==> src/rtl/seq_divider.sv <==
// Multi-cycle radix-2 restoring divider (signed/unsigned) answering the MDU
// start/busy/over handshake; q, r and div_zero hold until the next completion.
module seq_divider #(
  parameter  int WIDTH = 32,
  localparam int CNT_W = $clog2(WIDTH) + 1
) (
  input  logic             clk,
  input  logic             rst,
  input  logic             start,
  input  logic             is_signed,
  input  logic [WIDTH-1:0] dividend,
  input  logic [WIDTH-1:0] divisor,
  output logic [WIDTH-1:0] q,
  output logic [WIDTH-1:0] r,
  output logic             busy,
  output logic             over,
  output logic             div_zero
);

  typedef enum logic {IDLE, RUN} state_t;

  localparam logic [CNT_W-1:0] CNT_INIT = CNT_W'(WIDTH);
  localparam logic [CNT_W-1:0] CNT_ONE  = CNT_W'(1);

  state_t           state, state_n;
  logic [CNT_W-1:0] cnt, cnt_n;
  logic [WIDTH-1:0] rem, rem_n;
  logic [WIDTH-1:0] quo, quo_n;
  logic [WIDTH-1:0] dvsr, dvsr_n;   // divisor magnitude
  logic [WIDTH-1:0] dvd, dvd_n;     // raw dividend, returned as r on divide by zero
  logic             neg_q, neg_q_n;
  logic             neg_r, neg_r_n;
  logic [WIDTH-1:0] q_n, r_n;
  logic             over_n, div_zero_n;

  logic [WIDTH:0]   trial;
  logic [WIDTH-1:0] rem_step, quo_step;

  assign busy = (state == RUN);

  // One restoring step: shift {rem,quo} left and try to subtract the divisor.
  always_comb begin
    trial = {rem, quo[WIDTH-1]} - {1'b0, dvsr};
    if (!trial[WIDTH]) begin
      rem_step = trial[WIDTH-1:0];
      quo_step = {quo[WIDTH-2:0], 1'b1};
    end else begin
      rem_step = {rem[WIDTH-2:0], quo[WIDTH-1]};
      quo_step = {quo[WIDTH-2:0], 1'b0};
    end
  end

  always_comb begin
    // NOTE: every signal is defaulted first so no path leaves it unassigned,
    // which would otherwise infer a latch.
    state_n    = state;
    cnt_n      = cnt;
    rem_n      = rem;
    quo_n      = quo;
    dvsr_n     = dvsr;
    dvd_n      = dvd;
    neg_q_n    = neg_q;
    neg_r_n    = neg_r;
    q_n        = q;
    r_n        = r;
    div_zero_n = div_zero;
    over_n     = 1'b0;

    case (state)
      IDLE: begin
        if (start) begin
          state_n = RUN;
          cnt_n   = CNT_INIT;
          rem_n   = '0;
          quo_n   = (is_signed && dividend[WIDTH-1]) ? -dividend : dividend;
          dvsr_n  = (is_signed && divisor[WIDTH-1])  ? -divisor  : divisor;
          dvd_n   = dividend;
          neg_q_n = is_signed && (dividend[WIDTH-1] ^ divisor[WIDTH-1]);
          neg_r_n = is_signed && dividend[WIDTH-1];
        end
      end
      RUN: begin
        rem_n = rem_step;
        quo_n = quo_step;
        cnt_n = cnt - CNT_ONE;
        if (cnt == CNT_ONE) begin
          state_n = IDLE;
          over_n  = 1'b1;
          if (dvsr == '0) begin
            q_n        = '1;
            r_n        = dvd;
            div_zero_n = 1'b1;
          end else begin
            q_n        = neg_q ? -quo_step : quo_step;
            r_n        = neg_r ? -rem_step : rem_step;
            div_zero_n = 1'b0;
          end
        end
      end
      default: state_n = IDLE;
    endcase
  end

  // NOTE: state registers use non-blocking assignments so every register
  // samples the pre-edge value of its neighbours.
  always_ff @(posedge clk) begin
    if (rst) begin
      state    <= IDLE;
      cnt      <= '0;
      rem      <= '0;
      quo      <= '0;
      dvsr     <= '0;
      dvd      <= '0;
      neg_q    <= 1'b0;
      neg_r    <= 1'b0;
      q        <= '0;
      r        <= '0;
      over     <= 1'b0;
      div_zero <= 1'b0;
    end else begin
      state    <= state_n;
      cnt      <= cnt_n;
      rem      <= rem_n;
      quo      <= quo_n;
      dvsr     <= dvsr_n;
      dvd      <= dvd_n;
      neg_q    <= neg_q_n;
      neg_r    <= neg_r_n;
      q        <= q_n;
      r        <= r_n;
      over     <= over_n;
      div_zero <= div_zero_n;
    end
  end

endmodule

==> config.mk <==
export PLATFORM = sky130hd
export DESIGN_NAME = seq_divider
export DESIGN_NICKNAME = d
export VERILOG_FILES = /design/src/rtl/seq_divider.sv
export SDC_FILE = /design/constraint.sdc
export NUM_CORES = 1
export LEC_CHECK = 0
export ABC_CLOCK_PERIOD_IN_PS = 9550
export CORE_MARGIN = 1
export CORE_UTILIZATION = 55
export CTS_CLUSTER_SIZE = 24
export DETAILED_ROUTE_END_ITERATION = 7
export PLACE_DENSITY = 0.77
export SETUP_SLACK_MARGIN = 0.5
export SYNTH_ARGS = -nofsm -noshare
export SYNTH_HDL_FRONTEND = slang
export SYNTH_SLANG_ARGS = --single-unit
==> constraint.sdc <==
create_clock -name clk -period 9.55 [get_ports clk]
set_clock_uncertainty 0.1 [all_clocks]
set_input_delay 1.91 -clock clk [delete_from_list [all_inputs] [get_ports clk]]
set_output_delay 1.91 -clock clk [all_outputs]
set_load 0.02 [all_outputs]
; After elaboration in Yosys (flattened, before gate mapping)
; Index checks and enable logic that the tools add are counted.
[op_classes]
addsub = 6
mux = 19
n_reduce_logical = 7
n_eq_ne = 2
bitwise = 2
[ops]
columns = operator, n
row1 = 2-to-1 mux 32 bit, 9
row2 = negator 32 bit, 4
row3 = one-hot mux 32 bit (2 select lines), 2
row4 = subtractor 33 x 32 -> 33 bit, 1
row5 = logical NOT 32 bit, 1
row6 = one-hot mux 6 bit (2 select lines), 1
row7 = "equality test 6 x 1 -> 1 bit, second input constant", 1
row8 = 2-to-1 mux 6 bit, 1
row9 = "subtractor 6 x 1 -> 6 bit, second input constant", 1
row10 = 2-to-1 mux 1 bit, 5
row11 = AND reduction 2 bit, 2
row12 = logical AND 1 bit, 3
row13 = "inequality test 2 bit, second input constant", 1
row14 = one-hot mux 1 bit (2 select lines), 1
row15 = OR reduction 2 bit, 1
row16 = NOT 1 bit, 1
row17 = bitwise XOR 1 bit, 1
[totals]
reg_bits = 203
input_bits = 68
wordCells = 48
output_inout_bits = 67

; Depth between registers and ports, before layout
; Gate-level depths: netlist of run 1.
[logic_depth]
depth_word = 5
ltp_mapped = 26
ltp_nobuf = 24

; Worst setup path before layout of run 1
; OpenSTA, ideal clock, no wires.
[synth_path]
path_type = register to register
startpoint = register quo[31]
endpoint = register r[26]
synth_period_minus_slack_ns = 5.055
n_path_buf = 2
path_slack_ns = 4.495
setup_ns = 0.132
path_stages_with_launch = 24
t_arrival_ns = 4.823
required_ns = 9.318
path_cell_list = dfxtp_1 inv_1 ha_1 inv_1 fa_1 a211oi_4 o211ai_1 nand3_1 a21oi_2 o21a_1 nor2_1 buf_2 buf_2 mux2_2 inv_1 ha_1 inv_1 or4_1 a21oi_1 o22ai_1 or2_1 or4_1 nand3_1 a21oi_1
[synth_via]
elab_chain_len = 5
[synth_lines]
columns = element, line
row1 = "start, declared", 28  ; logic [WIDTH-1:0] quo, quo_n;
row2 = "start signal, assigned", 124  ; quo <= quo_n;
row3 = subtractor 33 x 32 -> 33 bit, 43  ; trial = {rem, quo[WIDTH-1]} - {1'b0, dvsr};
row4 = 2-to-1 mux 32 bit (*), 44  ; if (!trial[WIDTH]) begin
row5 = negator 32 bit, 95  ; r_n = neg_r ? -rem_step : rem_step;
row6 = 2-to-1 mux 32 bit (*), 95
row7 = 2-to-1 mux 32 bit (*), 89  ; if (dvsr == '0) begin
row8 = "end signal, assigned", 130  ; r <= r_n;
row9 = "end, declared", 14  ; output logic [WIDTH-1:0] r,
; Mark *: on every way between the ends. The rest lies on a longest branch, timed or not.
; A chain may end at the register's enable or synchronous reset.

; Worst setup path in the final report of run 1
; Same ends and word-level chain as after synthesis.

==> results of run 1 <==
per-layer routing:
layer | routed length (µm) | up-vias
met5 | 0 | -
met4 | 1120 | 0
met3 | 3090 | 81
met2 | 18200 | 584
met1 | 18600 | 6441
li1 | - | 6623
layout by cell type (no fill, tap or decap), types with 24 or more instances in the layout:
| cell type | count |
|---|---|
| nor2_1 | 216 |
| nand2_1 | 205 |
| dfxtp_1 | 202 |
| a21oi_1 | 201 |
| clkdlybuf4s50_1 | 132 |
| o21ai_0 | 107 |
| inv_1 | 66 |
| xnor2_1 | 60 |
| a211oi_1 | 58 |
| xor2_1 | 56 |
| ha_1 | 38 |
| nor4_1 | 34 |
| nor3b_1 | 32 |
| nor3_1 | 30 |
| a311oi_1 | 26 |
| nand3_1 | 24 |
state kept, by name (all words and copies together) (netlist names):
signal    cells
quo          32
cnt           6
neg_r         1
dvsr         32
div_zero      1
rem          32
neg_q         1
over          1
busy          1
r            32
dvd          32
q            32
worst max-delay path: cells and delay by family (launching register included):
| kind | cells | cell delay (ns) |
|---|---|---|
| AOI/OAI and AO/OA | 7 | 1.45 |
| adders and majority gates | 3 | 0.83 |
| buffers and inverters | 5 | 0.70 |
| DFF | 1 | 0.33 |
| muxes | 1 | 0.42 |
| and+or+nand+nor | 6 | 1.70 |
report_power, final:
part	switching (mW)	total (mW)	internal [mW]
combinational	3.03	4.95	1.91
clock	0.365	0.933	0.568
sequential	0.144	1.09	0.947
path summary, 6_finish.rpt:
kind                            slack [ns]  endpoint  cells after the start
worst max register to register        3.83     r[26]                     22
worst min-delay path                  0.36   dvd[10]                      2
worst max-delay path                  3.83     r[26]                     22
worst min register to register        0.36   dvd[10]                      2
cells by family after synthesis:
kind of cell | share of synthesized area, %
buffers and inverters | 5.48
AND/OR/NAND/NOR | 23.6
AO/OA/AOI/OAI | 26.7
XOR/XNOR | 7.60
multiplexers | 2.52
adder cells (fa/ha/maj) | 3.71
flip-flops | 30.4
cell type report:
type | count | area share (%)
Clock inverter | 7 | 0.620
Timing Repair Buffer | 147 | 9.21
Inverter | 67 | 1.62
Tap cell | 319 | 2.57
Clock buffer | 35 | 4.57
Multi-Input combinational cell | 1410 | 55.3
Sequential cell | 203 | 26.2
==> impl_summary.log, run 1 <==
INFO  metric largest_stage_delay_worst_path = 0.51 ns
INFO  metric initial_util = roughly 56%
INFO  metric synthTopCellsByArea = dfxtp_1, a21oi_1, nor2_1, nand2_1, o21ai_0
INFO  metric required = roughly 10 ns
INFO  metric dp.final_hpwl = between 20 and 30 mm
INFO  metric insertion_delay = around 0.52 ns
INFO  metric grt_use_total = roughly 32%
INFO  metric seqCellArea = between 4000 and 5000 µm²
INFO  metric yosysUniqueCellTypes = 80
INFO  metric worst_slew_pin_slew = ~1.4 ns
INFO  metric detailedPlace.worstSlack = about 4 ns
INFO  metric final_layout_size_suffix_gt1_share = roughly 5.4%
INFO  metric cts_repair_resize_count = 0
INFO  metric p_leak = ~5.8 nW
INFO  metric gr-usage-met2 = 51.0%
INFO  metric floorplan.core_area = 23,700 µm²
INFO  metric ys_seq_area_share = 30.4%
INFO  metric global_route_wire_length_before_repair = 63.8 mm
INFO  metric clock_sink_count = between 200 and 250
INFO  metric synth.top_cell.area_share = a little over 30%
INFO  metric io_buffer_count = 134
INFO  metric most_numerous_cell_types_in_the_synthesized_netlist = nor2_1, nand2_1, dfxtp_1
INFO  metric synth_nets = roughly 1,900
INFO  metric final_core_utilization = 65.6%
INFO  metric die_ar = 24,900 µm²
INFO  metric run_status = completed
INFO  metric finalHoldViolations = 0
INFO  metric areaGrowthSynthToFinish = 16.3%
INFO  metric cts_made_buffers = 23
INFO  metric vdd.ir_drop.worst = ~370 µV
INFO  metric drv_cap = 0
INFO  metric globalRouteMet1Util = between 40% and 50%
INFO  metric finalWorstSetupSlack = about 3.8 ns
INFO  metric ys_async_sr_fraction = 0%
INFO  metric worst_path_most_repeated_cell = inv_1
INFO  metric chipWidth = 158 µm
INFO  metric max_freq = 175 MHz
INFO  metric finalPower = 6.97 mW
INFO  metric gr-max-usage-layer = met2
INFO  metric cts-hold-fix-buffers = 0
INFO  metric setup_viol = 0
INFO  metric synth-edff-count = 0
INFO  metric tritoncts = done
INFO  metric route.antenna.remaining_nets = 0
INFO  metric share_of_the_clock_period_used_by_the_worst_path = 59.8%
INFO  metric fin_hold_ws = roughly 0.36 ns
INFO  metric globalRouteMet3Util = under 10%
INFO  metric globalRouteOverflowTotal = 0
INFO  metric route.vias.total = 13,729
INFO  metric tns = 0 ns
INFO  metric cpMaxStageDelayCell = or4_1
INFO  metric via_per_inst = 6.27
INFO  metric post_synth_design_cell_area = between 10,000 and 15,000 µm²
INFO  metric worst-endpoint-arrival = between 5 and 6 ns
INFO  metric crit_path_start_kind = flip-flop
INFO  metric antenna_cells_inserted = 0
INFO  metric clock-root-buffer = clkbuf_16
INFO  metric final.fill_count = between 2,000 and 2,500
INFO  metric layoutNonFillerInstCount = about 2,200
INFO  metric synthMostInstantiatedCell = nor2_1
INFO  metric cts_max_level = 1
INFO  metric netlist.top_cell.by_area = dfxtp_1
INFO  metric cts_setup_buffers = 0
INFO  metric antenna_found_initial = 0
INFO  metric ffs_latches_synth = between 200 and 250
INFO  metric hold_path.startpoint = dvd[10]
INFO  metric routed_wire_length_per_instance = 18.7 µm
INFO  metric drt_first_pass_iters = 5
INFO  metric gp_routability_congestion = slightly below 1
INFO  metric timing.critical_path.cells = inv_1 -> ha_1 -> inv_1 -> fa_1 -> a211oi_4 -> o211ai_1 -> nand3_1 -> a21oi_2 -> o21a_1 -> nor2_2 -> buf_4 -> mux2_2 -> inv_1 -> ha_1 -> inv_1 -> or4_1 -> a21oi_1 -> o22ai_1 -> or2_1 -> or4_1 -> nand3_1 -> a21oi_1
INFO  metric post-route-cell-area = between 15,000 and 20,000 µm²
INFO  metric clk_pin_slew = approximately 0.060 ns
INFO  metric first_global_vias = roughly 12,000
INFO  metric yosys_warnings = 0
INFO  metric end_kind = flip-flop
INFO  metric routed_wirelength = slightly above 40 mm
INFO  metric timing.hold.worst.class = flip-flop to flip-flop
INFO  metric drc_errors = 0
INFO  metric nets = 1,959
INFO  metric post-place-cells = 2,146
INFO  metric ioPinCount = ~140
INFO  metric timing.max_slew.rel_slack = between 8 and 9%
INFO  metric combined_area_of_the_multi_input_logic_cells = around 8600 µm²
INFO  metric final.min_clock_period = between 5 and 6 ns
INFO  metric drt_first_iter_violations = approximately 1,300
INFO  metric worst_r2r_startpoint = quo[31]
INFO  metric grt_start_max_net_pins = 100
INFO  metric rsz0062_at_grt = no
INFO  metric rows = between 50 and 60
INFO  metric worstPathMaxFanout = 39
INFO  metric drv_slew = 0
INFO  metric clk_path_buf_depth = 3
INFO  metric critical_path.startpoint = quo[31]
INFO  metric criticalPathCategory = flip-flop to flip-flop
INFO  metric p_per_area = ~450 nW/µm²
INFO  metric syn-instance-count = roughly 1,800
INFO  metric syn-mean-instance-area = 7.43 µm²
INFO  metric die_y = about 160 µm
INFO  metric dpl_cell_area = ~15,000 µm²
INFO  metric yosys_most_used_dff = dfxtp_1
No activity file was read; power rests on OpenSTA's default activity.
==> run 2: changes to the inputs <==
--- a/config.mk
+++ b/config.mk
@@ -5,12 +5,12 @@
 export SDC_FILE = /design/constraint.sdc
 export NUM_CORES = 1
 export LEC_CHECK = 0
-export ABC_CLOCK_PERIOD_IN_PS = 9550
+export ABC_CLOCK_PERIOD_IN_PS = 4600
 export CORE_MARGIN = 1
-export CORE_UTILIZATION = 55
+export CORE_UTILIZATION = 53
 export CTS_CLUSTER_SIZE = 24
 export DETAILED_ROUTE_END_ITERATION = 7
-export PLACE_DENSITY = 0.77
+export PLACE_DENSITY = 0.78
 export SETUP_SLACK_MARGIN = 0.5
 export SYNTH_ARGS = -nofsm -noshare
 export SYNTH_HDL_FRONTEND = slang
==> constraint.sdc (replaced) <==
create_clock -name clk -period 4.6 [get_ports clk]
set_clock_uncertainty 0.1 [all_clocks]
set_input_delay 0.92 -clock clk [delete_from_list [all_inputs] [get_ports clk]]
set_output_delay 0.92 -clock clk [all_outputs]
set_load 0.02 [all_outputs]
==> run 2 against run 1 <==
Net effect: worst hold slack worse by 0.0034 ns; design area is 4.9% higher; fmax is 32% higher; sequential share of layout area is 1.2 points lower; critical endpoint is now r[18]; largest cell class unchanged.
==> impl_summary.log, run 2 (synthesis gave the netlist of run 1 again) <==
INFO  metric run_status = completed
INFO  metric routed_wire_length_per_instance = approximately 20 µm
INFO  metric drt_first_iter_violations = about 1,400
INFO  metric die_y = roughly 160 µm
INFO  metric final.min_clock_period = ~4.3 ns
INFO  metric rows = between 50 and 60
INFO  metric globalRouteOverflowTotal = 0
INFO  metric post-route-cell-area = 16,300 µm²
INFO  metric gp_routability_congestion = between 1 and 1.5
INFO  metric cpMaxStageDelayCell = dfxtp_1
INFO  metric route.vias.total = 14,103
INFO  metric antenna_found_initial = 2
INFO  metric finalHoldViolations = 0
INFO  metric worstPathMaxFanout = 8
INFO  metric route.antenna.remaining_nets = 0
INFO  metric hold_path.startpoint = dvd[9]
INFO  metric grt_start_max_net_pins = 104
INFO  metric routedLengthMet1 = roughly 20 mm
INFO  metric drv_slew = 0
INFO  metric tritoncts = done
INFO  metric io_buffer_count = around 130
INFO  metric worst_path_most_repeated_cell = a21oi_4
INFO  metric timing.hold.worst.class = flip-flop to flip-flop
INFO  metric criticalPathCategory = flip-flop to flip-flop
INFO  metric chipWidth = around 160 µm
INFO  metric family_with_the_most_delay_on_the_worst_path = compound AO/OA/AOI/OAI gates
INFO  metric timing.hold.worst_endpoint = dvd[9]
INFO  metric max_freq = roughly 230 MHz
INFO  metric die_ar = 25,900 µm²
INFO  metric final_layout_size_suffix_gt1_share = ~11%
INFO  metric clk_path_buf_depth = 3
INFO  metric end_kind = flip-flop
INFO  metric via_per_inst = roughly 6.3
INFO  metric clock_sink_count = between 200 and 250
INFO  metric highest_layer = met4
INFO  metric most_common_library_cell_in_the_layout_ignoring_fill_and_taps = nor2_1
INFO  metric floorplan.core_area = ~25,000 µm²
INFO  metric setup_viol = 0
INFO  metric worst_r2r_startpoint = rem[8]
INFO  metric cts_made_buffers = 22
INFO  metric initial_util = 54.5%
INFO  metric crit_path_start_kind = flip-flop
INFO  metric largest_stage_delay_worst_path = roughly 0.43 ns
INFO  metric detailroute.wirelength.met3 = about 3.4 mm
INFO  metric rsz0062_at_grt = yes
INFO  metric drc_errors = 0
INFO  metric worst-endpoint-arrival = between 4 and 5 ns
INFO  metric clk_pin_slew = roughly 0.060 ns
INFO  metric r2r_cells = 19
INFO  metric most-common-layout-cells = nor2_1, nand2_1, a21oi_1, dfxtp_1, clkdlybuf4s50_1
INFO  metric global_route_wire_length_before_repair = approximately 70 mm
INFO  metric worstHoldPathCells = 2
INFO  metric required = between 4 and 5 ns
INFO  metric wl_met2 = a little under 20 mm
INFO  metric cts_max_level = 1
INFO  metric clock-root-buffer = clkbuf_16
INFO  metric r2r_slack = roughly 0.26 ns
INFO  metric nets = about 2,000
INFO  metric grt_use_total = between 30% and 40%
INFO  metric areaGrowthSynthToFinish = 22.0%
INFO  metric drv_cap = 0
INFO  metric critPathBufInv = 3
INFO  metric tns = 0 ns
INFO  metric routed_wirelength = roughly 44 mm
INFO  metric antenna_cells_inserted = 0
INFO  metric drt_first_pass_iters = 6
INFO  metric dp.final_hpwl = between 30 and 40 mm
INFO  metric detailedPlace.worstSlack = between 0.015 and 0.02 ns
INFO  metric worst_slew_pin_slew = 1.25 ns
INFO  metric dpl_cell_area = between 15,000 and 20,000 µm²
INFO  metric share_of_the_clock_period_used_by_the_worst_path = between 90% and 100%
INFO  metric timing.critical_path.cells = ha_2 -> a21o_1 -> a221oi_2 -> o21a_2 -> a21oi_4 -> o21a_1 -> nor2_4 -> mux2_4 -> inv_4 -> ha_4 -> inv_2 -> or4_4 -> a21oi_4 -> o22ai_4 -> buf_4 -> nor3_2 -> mux2i_1 -> o221ai_1 -> a21oi_1
INFO  metric ioPinCount = 135
INFO  metric r2r_end = r[18]
INFO  metric first_global_vias = 12,826
INFO  metric finalWorstSetupSlack = around 0.26 ns
INFO  metric insertion_delay = ~0.52 ns
INFO  metric timing.max_slew.rel_slack = 16.3%
INFO  metric final.fill_count = ~2,200
==> run 2: how the worst max path moves through the flow <==
stage	depth (start not counted)	startpoint	end
after detailed placement	9	divisor[8]	dvsr[26]
after global routing	19	rem[8]	r[22]
after global placement	9	divisor[8]	dvsr[26]
final	19	rem[8]	r[18]
after CTS	21	quo[31]	r[26]
after floorplan	23	quo[31]	r[26]
==> run 2: through the flow <==
step / cells / utilization [%] / hold slack, ns
floorplan: 1800 / - / 0.332
global placement: 2183 / 61.6 / 0.343
detailed placement: 2183 / 61.6 / 0.346
CTS: 2233 / 65.7 / 0.354
global route: 2237 / 66.5 / 0.374
finish: 2237 / 66.5 / 0.354
==> run 2: what timing repair did <==
| item | in CTS | in global routing |
|---|---|---|
| endpoints found under the hold margin | 0 | 0 |
| pin swaps | 16 | 15 |
| resized for setup | 35 | 33 |
| setup buffers | 10 | 4 |
| hold buffers | 0 | 0 |
| endpoints found under the setup margin | 19 | 30 |
==> run 2: final cells by class <==
cell class                 count  area, µm²  share of cell area (%)
tap                          324        405                    2.49
clock buffer                  30        622                    3.81
inverter                      67        254                    1.56
multi-input combinational   1410       9010                    55.2
timing repair buffer         193       1790                    11.0
clock inverter                10        150                   0.920
sequential                   203       4080                    25.0
==> run 2: worst reg2reg max path: stages (launching register included) <==
cell	delay, ns
dfxtp_1	0.43
ha_2	0.37
a21o_1	0.22
a221oi_2	0.26
o21a_2	0.23
a21oi_4	0.08
o21a_1	0.22
nor2_4	0.15
mux2_4	0.34
inv_4	0.07
ha_4	0.13
inv_2	0.04
or4_4	0.43
a21oi_4	0.17
o22ai_4	0.13
buf_4	0.16
nor3_2	0.19
mux2i_1	0.26
o221ai_1	0.14
a21oi_1	0.15
==> run 2: layer usage <==
metal  GRT usage, %  vias up
met2           51.4      575
met5              0        -
met3           5.63       66
met4           9.05        0
li1               -     6710
met1           47.4     6752
Power of run 2 is not shown: default switching activity piles up to over one toggle a cycle in this logic, so the estimate is an artifact.
==> run 3: changes to the inputs <==
--- a/config.mk
+++ b/config.mk
@@ -6,12 +6,14 @@
 export NUM_CORES = 1
 export LEC_CHECK = 0
 export ABC_CLOCK_PERIOD_IN_PS = 4600
+export CELL_PAD_IN_SITES_DETAIL_PLACEMENT = 1
+export CELL_PAD_IN_SITES_GLOBAL_PLACEMENT = 2
 export CORE_MARGIN = 1
-export CORE_UTILIZATION = 53
+export CORE_UTILIZATION = 25
 export CTS_CLUSTER_SIZE = 24
 export DETAILED_ROUTE_END_ITERATION = 7
-export PLACE_DENSITY = 0.78
-export SETUP_SLACK_MARGIN = 0.5
+export PLACE_DENSITY_LB_ADDON = 0.1
+export SETUP_SLACK_MARGIN = 0.4
 export SYNTH_ARGS = -nofsm -noshare
 export SYNTH_HDL_FRONTEND = slang
 export SYNTH_SLANG_ARGS = --single-unit
==> run 3 against run 2 <==
Net effect: first-iteration DRC count shrank 55%; fmax shrank 2.7%; via count shrank 1.1%; critical path depth grew 2; flip-flop and latch count is the same; wire length grew 30%; count of clock-buffer cells in the layout grew 15; setup slack lost 0.12 ns; non-clock buffer count grew 51; final cell count grew 19%; worst hold slack gained 0.0016 ns; largest cell class unchanged.
==> impl_summary.log, run 3 (synthesis gave the netlist of run 1 again) <==
INFO  metric grt_start_max_net_pins = 100
INFO  metric cts_made_buffers = 28
INFO  metric final_layout_size_suffix_gt1_share = ~14%
INFO  metric first_global_vias = between 10,000 and 15,000
INFO  metric cts_max_level = 1
INFO  metric crit_path_start_kind = flip-flop
INFO  metric insertion_delay = roughly 0.58 ns
INFO  metric globalRouteOverflowTotal = 0
INFO  metric areaGrowthSynthToFinish = 30.6%
INFO  metric finalHoldViolations = 0
INFO  metric clk_pin_slew = around 0.060 ns
INFO  metric setup_viol = 0
INFO  metric die_y = ~230 µm
INFO  metric dp.final_hpwl = 44.0 mm
INFO  metric most_common_library_cell_in_the_layout_ignoring_fill_and_taps = nor2_1
INFO  metric drt_first_iter_violations = around 640
INFO  metric clock_sink_count = roughly 200
INFO  metric antenna_found_initial = 0
INFO  metric final.min_clock_period = between 4 and 5 ns
INFO  metric drv_cap = 0
INFO  metric cpMaxStageDelayCell = or4_4
INFO  metric timing.critical_path.cells = inv_2 -> ha_4 -> inv_2 -> fa_2 -> a211oi_4 -> o211ai_1 -> nand3_1 -> a21oi_2 -> o21a_1 -> nor2_4 -> mux2_4 -> inv_2 -> ha_4 -> inv_2 -> or4_4 -> a21oi_4 -> o22ai_4 -> or2_1 -> or4_1 -> nand3_1 -> a21oi_1
INFO  metric worst-endpoint-arrival = approximately 4.8 ns
INFO  metric seqCellArea = 4080 µm²
INFO  metric route.antenna.remaining_nets = 0
INFO  metric floorplan.core_area = between 50,000 and 60,000 µm²
INFO  metric share_of_the_clock_period_used_by_the_worst_path = between 90% and 100%
INFO  metric nets = around 2,100
INFO  metric combined_area_of_the_multi_input_logic_cells = about 9100 µm²
INFO  metric drt_first_pass_iters = 5
INFO  metric worstPathMaxFanout = 5
INFO  metric routed_wire_length_per_instance = approximately 22 µm
INFO  metric grt_use_total = 21.0%
INFO  metric clock-root-buffer = clkbuf_16
INFO  metric ioPinCount = around 140
INFO  metric required = 4.95 ns
INFO  metric drc_errors = 0
INFO  metric gp_routability_congestion = ~0.84
INFO  metric max_freq = roughly 220 MHz
INFO  metric global_route_wire_length_before_repair = 87.9 mm
INFO  metric io_buffer_count = ~130
INFO  metric initial_util = about a quarter
INFO  metric tritoncts = done
INFO  metric run_status = completed
INFO  metric die_ar = 54,400 µm²
INFO  metric post-route-cell-area = between 15,000 and 20,000 µm²
INFO  metric worst_slew_pin_slew = 0.887 ns
INFO  metric route.vias.total = approximately 14,000
INFO  metric end_kind = flip-flop
INFO  metric worst_path_most_repeated_cell = inv_2
INFO  metric rows = 84
INFO  metric drv_slew = 0
INFO  metric timing.max_slew.rel_slack = between 40% and 50%
INFO  metric timing.hold.worst.class = flip-flop to flip-flop
INFO  metric rsz0062_at_grt = yes
INFO  metric criticalPathCategory = flip-flop to flip-flop
INFO  metric routed_wirelength = 57.6 mm
INFO  metric final.fill_count = about 6,200
INFO  metric most-common-layout-cells = nor2_1, nand2_1, dfxtp_1, a21oi_1, clkdlybuf4s50_1
INFO  metric via_per_inst = roughly 5.2
INFO  metric cts-hold-fix-buffers = 0
INFO  metric dpl_cell_area = about 16,000 µm²
INFO  metric chipWidth = around 230 µm
INFO  metric clk_path_buf_depth = 3
INFO  metric largest_stage_delay_worst_path = 0.42 ns
==> run 3: final timing paths <==
| kind | endpoint | cells after the start | from | slack (ns) |
|---|---|---|---|---|
| max reg2reg | r[26] | 21 | quo[31] | 0.14 |
| min | r[13] | 2 | r[13] | 0.36 |
| max | r[26] | 21 | quo[31] | 0.14 |
| min reg2reg | r[13] | 2 | r[13] | 0.36 |
==> run 3: critical path, delay by kind of cell, from the launching register on <==
family	cells	cell delay (ns)
and+or+nand+nor	6	1.60
AOI/OAI and AO/OA	7	1.12
adders and majority gates	3	0.64
DFF	1	0.33
muxes	1	0.33
buffers and inverters	4	0.22
==> run 3: repair_timing <==
| item | 4_1_cts | 5_1_grt |
|---|---|---|
| buffers inserted | 16 | 9 |
| resized for setup | 23 | 68 |
| pin swaps | 17 | 28 |
| setup endpoints to repair | 20 | 34 |
| cloned | 0 | 0 |
==> run 3: routing by layer <==
layer	up-vias	track usage (%)	routed length [µm]
li1	6821	-	-
met1	6859	31.3	29800
met2	201	32.1	25000
met3	68	1.98	1520
met4	0	5.09	1290
met5	-	0	0
==> run 3: layout make-up <==
class,count,area share [%]
Multi-Input combinational cell,1410,52.0
Sequential cell,203,23.3
Timing Repair Buffer,244,12.7
Clock buffer,45,5.06
Tap cell,688,4.93
Inverter,67,1.45
Clock inverter,5,0.516
Antenna cell,1,0.0143
==> run 3: metrics by stage <==
step,hold slack [ns],setup TNS (ns),util (%),cells,worst slack [ns]
finish,0.356,0,33.2,2663,0.136
global route,0.375,-0.0701,33.2,2662,-0.0352
CTS,0.358,0,32.5,2653,0.211
detailed placement,0.350,-0.276,30.1,2587,-0.276
global placement,0.345,-0.298,30.1,2587,-0.298
floorplan,0.332,0,-,1800,0.165
Power of run 3 is left out for the same reason.
